[src/rtl/tapdelay_pkg.sv]
// Shared constants for the tap-delay counter bank: default geometry and the
// direction encoding used on the dir inputs.
package tapdelay_pkg;

    localparam int DEF_NUM_CH    = 4;
    localparam int DEF_WIDTH     = 5;
    localparam int DEF_INIT_VAL  = 0;
    localparam int DEF_TERM_INIT = 16;

    localparam logic DIR_UP   = 1'b0;
    localparam logic DIR_DOWN = 1'b1;

endpackage

[src/rtl/tapdelay_counter_ch.sv]
// One modulo-(term+1) up/down counter channel with load and a registered
// wrap pulse that coincides with the wrapped count value.
module tapdelay_counter_ch
    import tapdelay_pkg::*;
#(
    parameter int WIDTH    = DEF_WIDTH,
    parameter int INIT_VAL = DEF_INIT_VAL
) (
    input  logic             clk,
    input  logic             rst,
    input  logic             en,
    input  logic             dir,
    input  logic             ld,
    input  logic [WIDTH-1:0] ld_val,
    input  logic [WIDTH-1:0] term,
    output logic [WIDTH-1:0] count,
    output logic             wrap
);

    logic [WIDTH-1:0] r_count = WIDTH'(INIT_VAL);
    logic             r_wrap  = 1'b0;
    logic [WIDTH-1:0] w_count_nxt;
    logic             w_wrap_nxt;

    always_comb begin
        w_count_nxt = r_count;
        w_wrap_nxt  = 1'b0;
        if (ld) begin
            w_count_nxt = (ld_val > term) ? term : ld_val;
        end else if (en) begin
            if (dir == DIR_UP) begin
                // >= also recovers a count stranded above a lowered term
                if (r_count >= term) begin
                    w_count_nxt = '0;
                    w_wrap_nxt  = 1'b1;
                end else begin
                    w_count_nxt = r_count + WIDTH'(1);
                end
            end else begin
                if (r_count == '0) begin
                    w_count_nxt = term;
                    w_wrap_nxt  = 1'b1;
                end else if (r_count > term) begin
                    w_count_nxt = term;
                end else begin
                    w_count_nxt = r_count - WIDTH'(1);
                end
            end
        end
    end

    always_ff @(posedge clk) begin
        if (!rst) begin
            r_count <= WIDTH'(INIT_VAL);
            r_wrap  <= 1'b0;
        end else begin
            r_count <= w_count_nxt;
            r_wrap  <= w_wrap_nxt;
        end
    end

    assign count = r_count;
    assign wrap  = r_wrap;

endmodule

[src/rtl/tapdelay_counter_bank.sv]
// Bank of NUM_CH independent counter channels sharing one programmable
// terminal count register.
module tapdelay_counter_bank
    import tapdelay_pkg::*;
#(
    parameter int NUM_CH    = DEF_NUM_CH,
    parameter int WIDTH     = DEF_WIDTH,
    parameter int INIT_VAL  = DEF_INIT_VAL,
    parameter int TERM_INIT = DEF_TERM_INIT
) (
    input  logic                    clk,
    input  logic                    rst,
    input  logic [NUM_CH-1:0]       en,
    input  logic [NUM_CH-1:0]       dir,
    input  logic [NUM_CH-1:0]       ld,
    input  logic [WIDTH-1:0]        ld_val,
    input  logic                    term_wr,
    input  logic [WIDTH-1:0]        term_val,
    output logic [NUM_CH*WIDTH-1:0] count,
    output logic [NUM_CH-1:0]       wrap,
    output logic [WIDTH-1:0]        term
);

    logic [WIDTH-1:0] r_term = WIDTH'(TERM_INIT);

    // Channels see r_term, so a write this cycle only affects the next one
    always_ff @(posedge clk) begin
        if (!rst) begin
            r_term <= WIDTH'(TERM_INIT);
        end else if (term_wr) begin
            r_term <= term_val;
        end
    end

    assign term = r_term;

    for (genvar g = 0; g < NUM_CH; g++) begin : g_ch
        tapdelay_counter_ch #(
            .WIDTH    (WIDTH),
            .INIT_VAL (INIT_VAL)
        ) u_ch (
            .clk    (clk),
            .rst    (rst),
            .en     (en[g]),
            .dir    (dir[g]),
            .ld     (ld[g]),
            .ld_val (ld_val),
            .term   (r_term),
            .count  (count[g*WIDTH +: WIDTH]),
            .wrap   (wrap[g])
        );
    end

endmodule

[config.mk]
export PLATFORM = sky130hd
export DESIGN_NAME = tapdelay_counter_bank
export DESIGN_NICKNAME = d
export VERILOG_FILES = /design/src/rtl/tapdelay_pkg.sv /design/src/rtl/tapdelay_counter_ch.sv /design/src/rtl/tapdelay_counter_bank.sv
export SDC_FILE = /design/constraint.sdc
export NUM_CORES = 1
export LEC_CHECK = 0
export BUFFER_PORTS_ARGS = -buffer_cell sky130_fd_sc_hd__buf_2
export CELL_PAD_IN_SITES_DETAIL_PLACEMENT = 2
export CELL_PAD_IN_SITES_GLOBAL_PLACEMENT = 2
export CORE_MARGIN = 4
export CORE_UTILIZATION = 38
export DETAILED_ROUTE_END_ITERATION = 12
export GPL_TIMING_DRIVEN = 0
export HOLD_SLACK_MARGIN = 0.15
export PLACE_DENSITY = 0.95
export SETUP_SLACK_MARGIN = 0.5
export SLEW_MARGIN = 10
export SYNTH_ARGS = -nofsm -noshare
export SYNTH_HDL_FRONTEND = slang
export SYNTH_HIERARCHICAL = 1
export SYNTH_SLANG_ARGS = --single-unit
[constraint.sdc]
create_clock -name clk -period 5.2 [get_ports clk]
set_clock_uncertainty 0.15 [all_clocks]
set_input_delay 0.78 -clock clk [delete_from_list [all_inputs] [get_ports clk]]
set_output_delay 0.78 -clock clk [all_outputs]
set_load 0.05 [all_outputs]
==> summary.md <==
| Metric | Value |
|---|---|
| CTS clk-pin slew, worst paths | `~0.070 ns` |
| Post-synthesis mux area share | `about 7%` |
| Worst R2R Path Depth | `8` |
| Peak VDD IR | `about 100 uV` |
| Initial antenna violation count | `0` |
| Slowest cell on the critical path | `dfxtp_1` |
| Synth Area in XOR/XNOR | `just under 3%` |
| GRT Util Overall | `around 24%` |
| GPL Wtd Cong | `roughly 0.9` |
| Reg2reg end | `g_ch[0].u_ch/count[2]` |
| Multi-input gate area | `around 2700 sq um` |
| Die Wd | `106 um` |
| Synthesis-stage register bit count | `29` |
| Met3 wire length | `around 510 um` |
| Post-synthesis sequential area ratio | `15.9%` |
| Die Ht | `~110 um` |
| Syn avg cell area | `between 8 and 9 sq um` |
| RR Startpoint | `term[1]` |
| Via density per instance | `6.02` |
| RSZ-0062 raised after global routing | `false` |
| Minimum clock period | `3.01 ns` |
| Crit start category | `flip-flop` |
| Power Total | `~1.1 mW` |
| Root Driver | `clkbuf_8` |
| Placeable Area | `9280 sq um` |
| Iter 0 DRT Violations | `~110` |
| Antenna Cells | `0` |
| Worst R2R Setup Slack | `approximately 2.2 ns` |
| Netlist cell types | `between 40 and 50` |
| Hold Path End | `g_ch[0].u_ch/count[1]` |
| WS Path Type | `flip-flop to flip-flop` |
| WP data required | `between 5 and 6 ns` |
| Max Used Layer | `met4` |
| DRC viols | `0` |
| Compound-Gate Fraction of Synth Area | `between 20 and 30%` |
| Register Area | `roughly 580 sq um` |
| Most common cell after layout, fill and taps aside | `ha_1` |
| H-tree levels | `2` |
| Outcome | `completed` |
| Synth Area in Simple Gates | `19.6%` |
| WL final | `about 13 mm` |
| Clock latency on the worst-skew pair | `around 0.29 ns` |
| HP Start | `g_ch[0].u_ch/count[1]` |
| Largest net degree at the start of global routing | `30` |
| # port buffers | `44` |
| Grt total ovfl | `0` |
| First-pass GRT wire length | `approximately 22 mm` |
| Setup violators final | `0` |
| Vias in the first global route | `approximately 4,000` |
| Clock sinks | `29` |
| Final Hold Viols | `0` |
| P_leak | `about 1.9 nW` |
| Final cycle utilization of the critical path | `between 50 and 60%` |
| Share of post-route cells with drive strength above 1 | `a little under a fifth` |
| Final ANT Viol Nets | `0` |
| Crit end category | `flip-flop` |
| Hold-fix buffers, CTS | `0` |
| Avg WL per Cell | `about 21 um` |
| Main combinational cell family by area after synthesis | `compound AO/OA/AOI/OAI gates` |
| Synth Warn # | `6` |
| Syn Inst Count | `440` |
| CTS resizes | `0` |
| Worst endpoint data arrival time | `slightly above 3 ns` |
| Die area | `about 11,000 sq um` |
| Adder-cell share of the synthesized area | `about 16%` |
| WHS | `0.504 ns` |
| Max incr delay on CP | `0.81 ns` |
| I/O Pins | `54` |
| Crit Path Max Fanout | `14` |
| CP Cell Sequence | `inv_1 -> ha_1 -> a2111oi_0 -> o21ai_0 -> nand2_1 -> mux2_2 -> nand3_1 -> o311ai_1` |
| Detailed Routing Iterations Pass 1 | `4` |
| Row cnt | `35` |
| Final core utilization | `between 40 and 50%` |
| Commonest cells after routing, fill and taps aside | `ha_1 (48), buf_2 (44), inv_1 (40)` |
| Met2 routed WL | `a little under 7 mm` |
| Layout area overhead | `12.7%` |
| Starting Density | `39.2%` |
| Final net count | `around 560` |
| PwrDens | `~260 nW/um^2` |
| Dpl hpwl | `10.1 mm` |
| Hold path cells | `2` |
| Area post-placement | `4030 sq um` |
| Clock Path Buffers | `2` |
| Worst Max-Slew Pin Slew | `1.08 ns` |
| HP Class | `flip-flop to flip-flop` |
| Wl on met1 | `about 5.8 mm` |
| Setup Fix Bufs, Post-CTS | `0` |
| Final Cell Area | `4110 sq um` |
| CTS Buf Count | `5` |
| Max-Cap Viols | `0` |
| Vias | `3,739` |
| Normalized max-slew margin | `roughly 28%` |
| Net Count, Synth | `just over 500` |
| Fmax | `0.333 GHz` |
| Final Max Slew Viols | `0` |
| Fillers | `approximately 1,100` |
| TritonCTS clock tree | `built` |
| Final setup TNS | `0 ns` |
| Syn Std Cell Area | `about 3600 sq um` |
==> worst max path at each step <==
stage	start	end	slack, ns	cells after the start
final	term[1]	g_ch[0].u_ch/count[2]	2.19	8
after global routing	term[1]	g_ch[0].u_ch/count[2]	1.93	8
after CTS	term[1]	g_ch[1].u_ch/count[2]	2.25	8
after detailed placement	ld_val[2]	g_ch[1].u_ch/count[2]	2.20	8
after global placement	ld_val[2]	g_ch[0].u_ch/count[2]	2.33	8
after floorplan	term[2]	g_ch[0].u_ch/count[2]	2.60	8
==> synth_stat cells, drive strengths merged <==
| master | n | area share [%] |
|---|---|---|
| nor4b | 4 | 0.96 |
| a311oi | 8 | 1.9 |
| o311ai | 4 | 0.96 |
| nand2 | 29 | 3.0 |
| a31oi | 4 | 0.69 |
| nor3 | 12 | 1.6 |
| o211ai | 8 | 1.6 |
| a211o | 4 | 0.96 |
| dlymetal6s2s | 4 | 1.4 |
| buf | 13 | 3.6 |
| o21a | 12 | 2.5 |
| nor2b | 4 | 0.69 |
| nand3 | 28 | 3.8 |
| mux2 | 8 | 2.5 |
| o31ai | 8 | 1.6 |
| a21boi | 4 | 0.82 |
| nand2b | 8 | 1.4 |
| a21oi | 32 | 5.2 |
| o22a | 4 | 0.96 |
| o311a | 4 | 1.1 |
| o41ai | 8 | 2.7 |
| o31a | 4 | 0.96 |
| a21o | 4 | 0.96 |
| and3 | 4 | 0.69 |
| o2111a | 4 | 1.2 |
| ha | 48 | 16 |
| or3b | 4 | 1.2 |
| or2b | 4 | 0.82 |
| or2 | 4 | 0.69 |
| nand4 | 4 | 0.69 |
| a32oi | 4 | 0.96 |
| nor2 | 20 | 2.3 |
| xor2 | 12 | 2.9 |
| mux2i | 17 | 4.7 |
| inv | 40 | 4.1 |
| o21ai | 12 | 1.6 |
| a2111oi | 4 | 0.96 |
| and2b | 8 | 1.6 |
| dfxtp | 29 | 16 |
| o32ai | 4 | 0.96 |
==> power by group <==
part	leakage, nW	switching [mW]	total, mW	internal [mW]
Sequential	0.240	0.0501	0.294	0.244
Clock	0.0395	0.100	0.196	0.0953
Combinational	1.63	0.366	0.584	0.218
==> through the flow <==
| step | std cells | worst slack (ns) |
|---|---|---|
| 2_1_floorplan | 440 | 2.60 |
| 3_3_place_gp | 613 | 2.33 |
| 3_5_place_dp | 613 | 2.20 |
| 4_1_cts | 621 | 2.25 |
| 5_1_grt | 621 | 1.93 |
| 6_report | 621 | 2.19 |
==> cell families (layout without fill, tap and decap cells) <==
kind of cell,Yosys count,after routing
flops,29,29
simple gates,133,133
fa+ha+maj,48,48
mux,25,25
buf+inv,57,109
compound gates,136,136
xor+xnor,12,12
==> metal layers <==
layer	global-route usage [%]	up-vias
li1	-	1768
met1	29.6	1885
met2	44.8	76
met3	3.40	10
met4	4.44	0
met5	0	-
==> sequential cells by signal, summed over array words and instances (netlist names) <==
register and cells:
g_ch.u_ch/wrap 4, g_ch.u_ch/count 20, term 5
==> final cells by class <==
type | instances | area share [%]
buffer | 17 | 4.42
sequential | 29 | 14.1
multi-input combinational | 354 | 66.5
clock buffer | 8 | 1.95
timing repair buffer | 44 | 5.36
inverter | 40 | 3.66
tap | 129 | 3.93
==> worst max-delay path, delay by kind of cell (launching register included) <==
| family | cells | cell delay [ns] |
|---|---|---|
| multiplexers | 1 | 0.38 |
| adder cells (fa/ha/maj) | 1 | 0.23 |
| AO/OA/AOI/OAI | 3 | 0.71 |
| AND/OR/NAND/NOR | 2 | 0.39 |
| buffers and inverters | 1 | 0.20 |
| flip-flops | 1 | 0.81 |
Power figures use the tool's default switching activity.
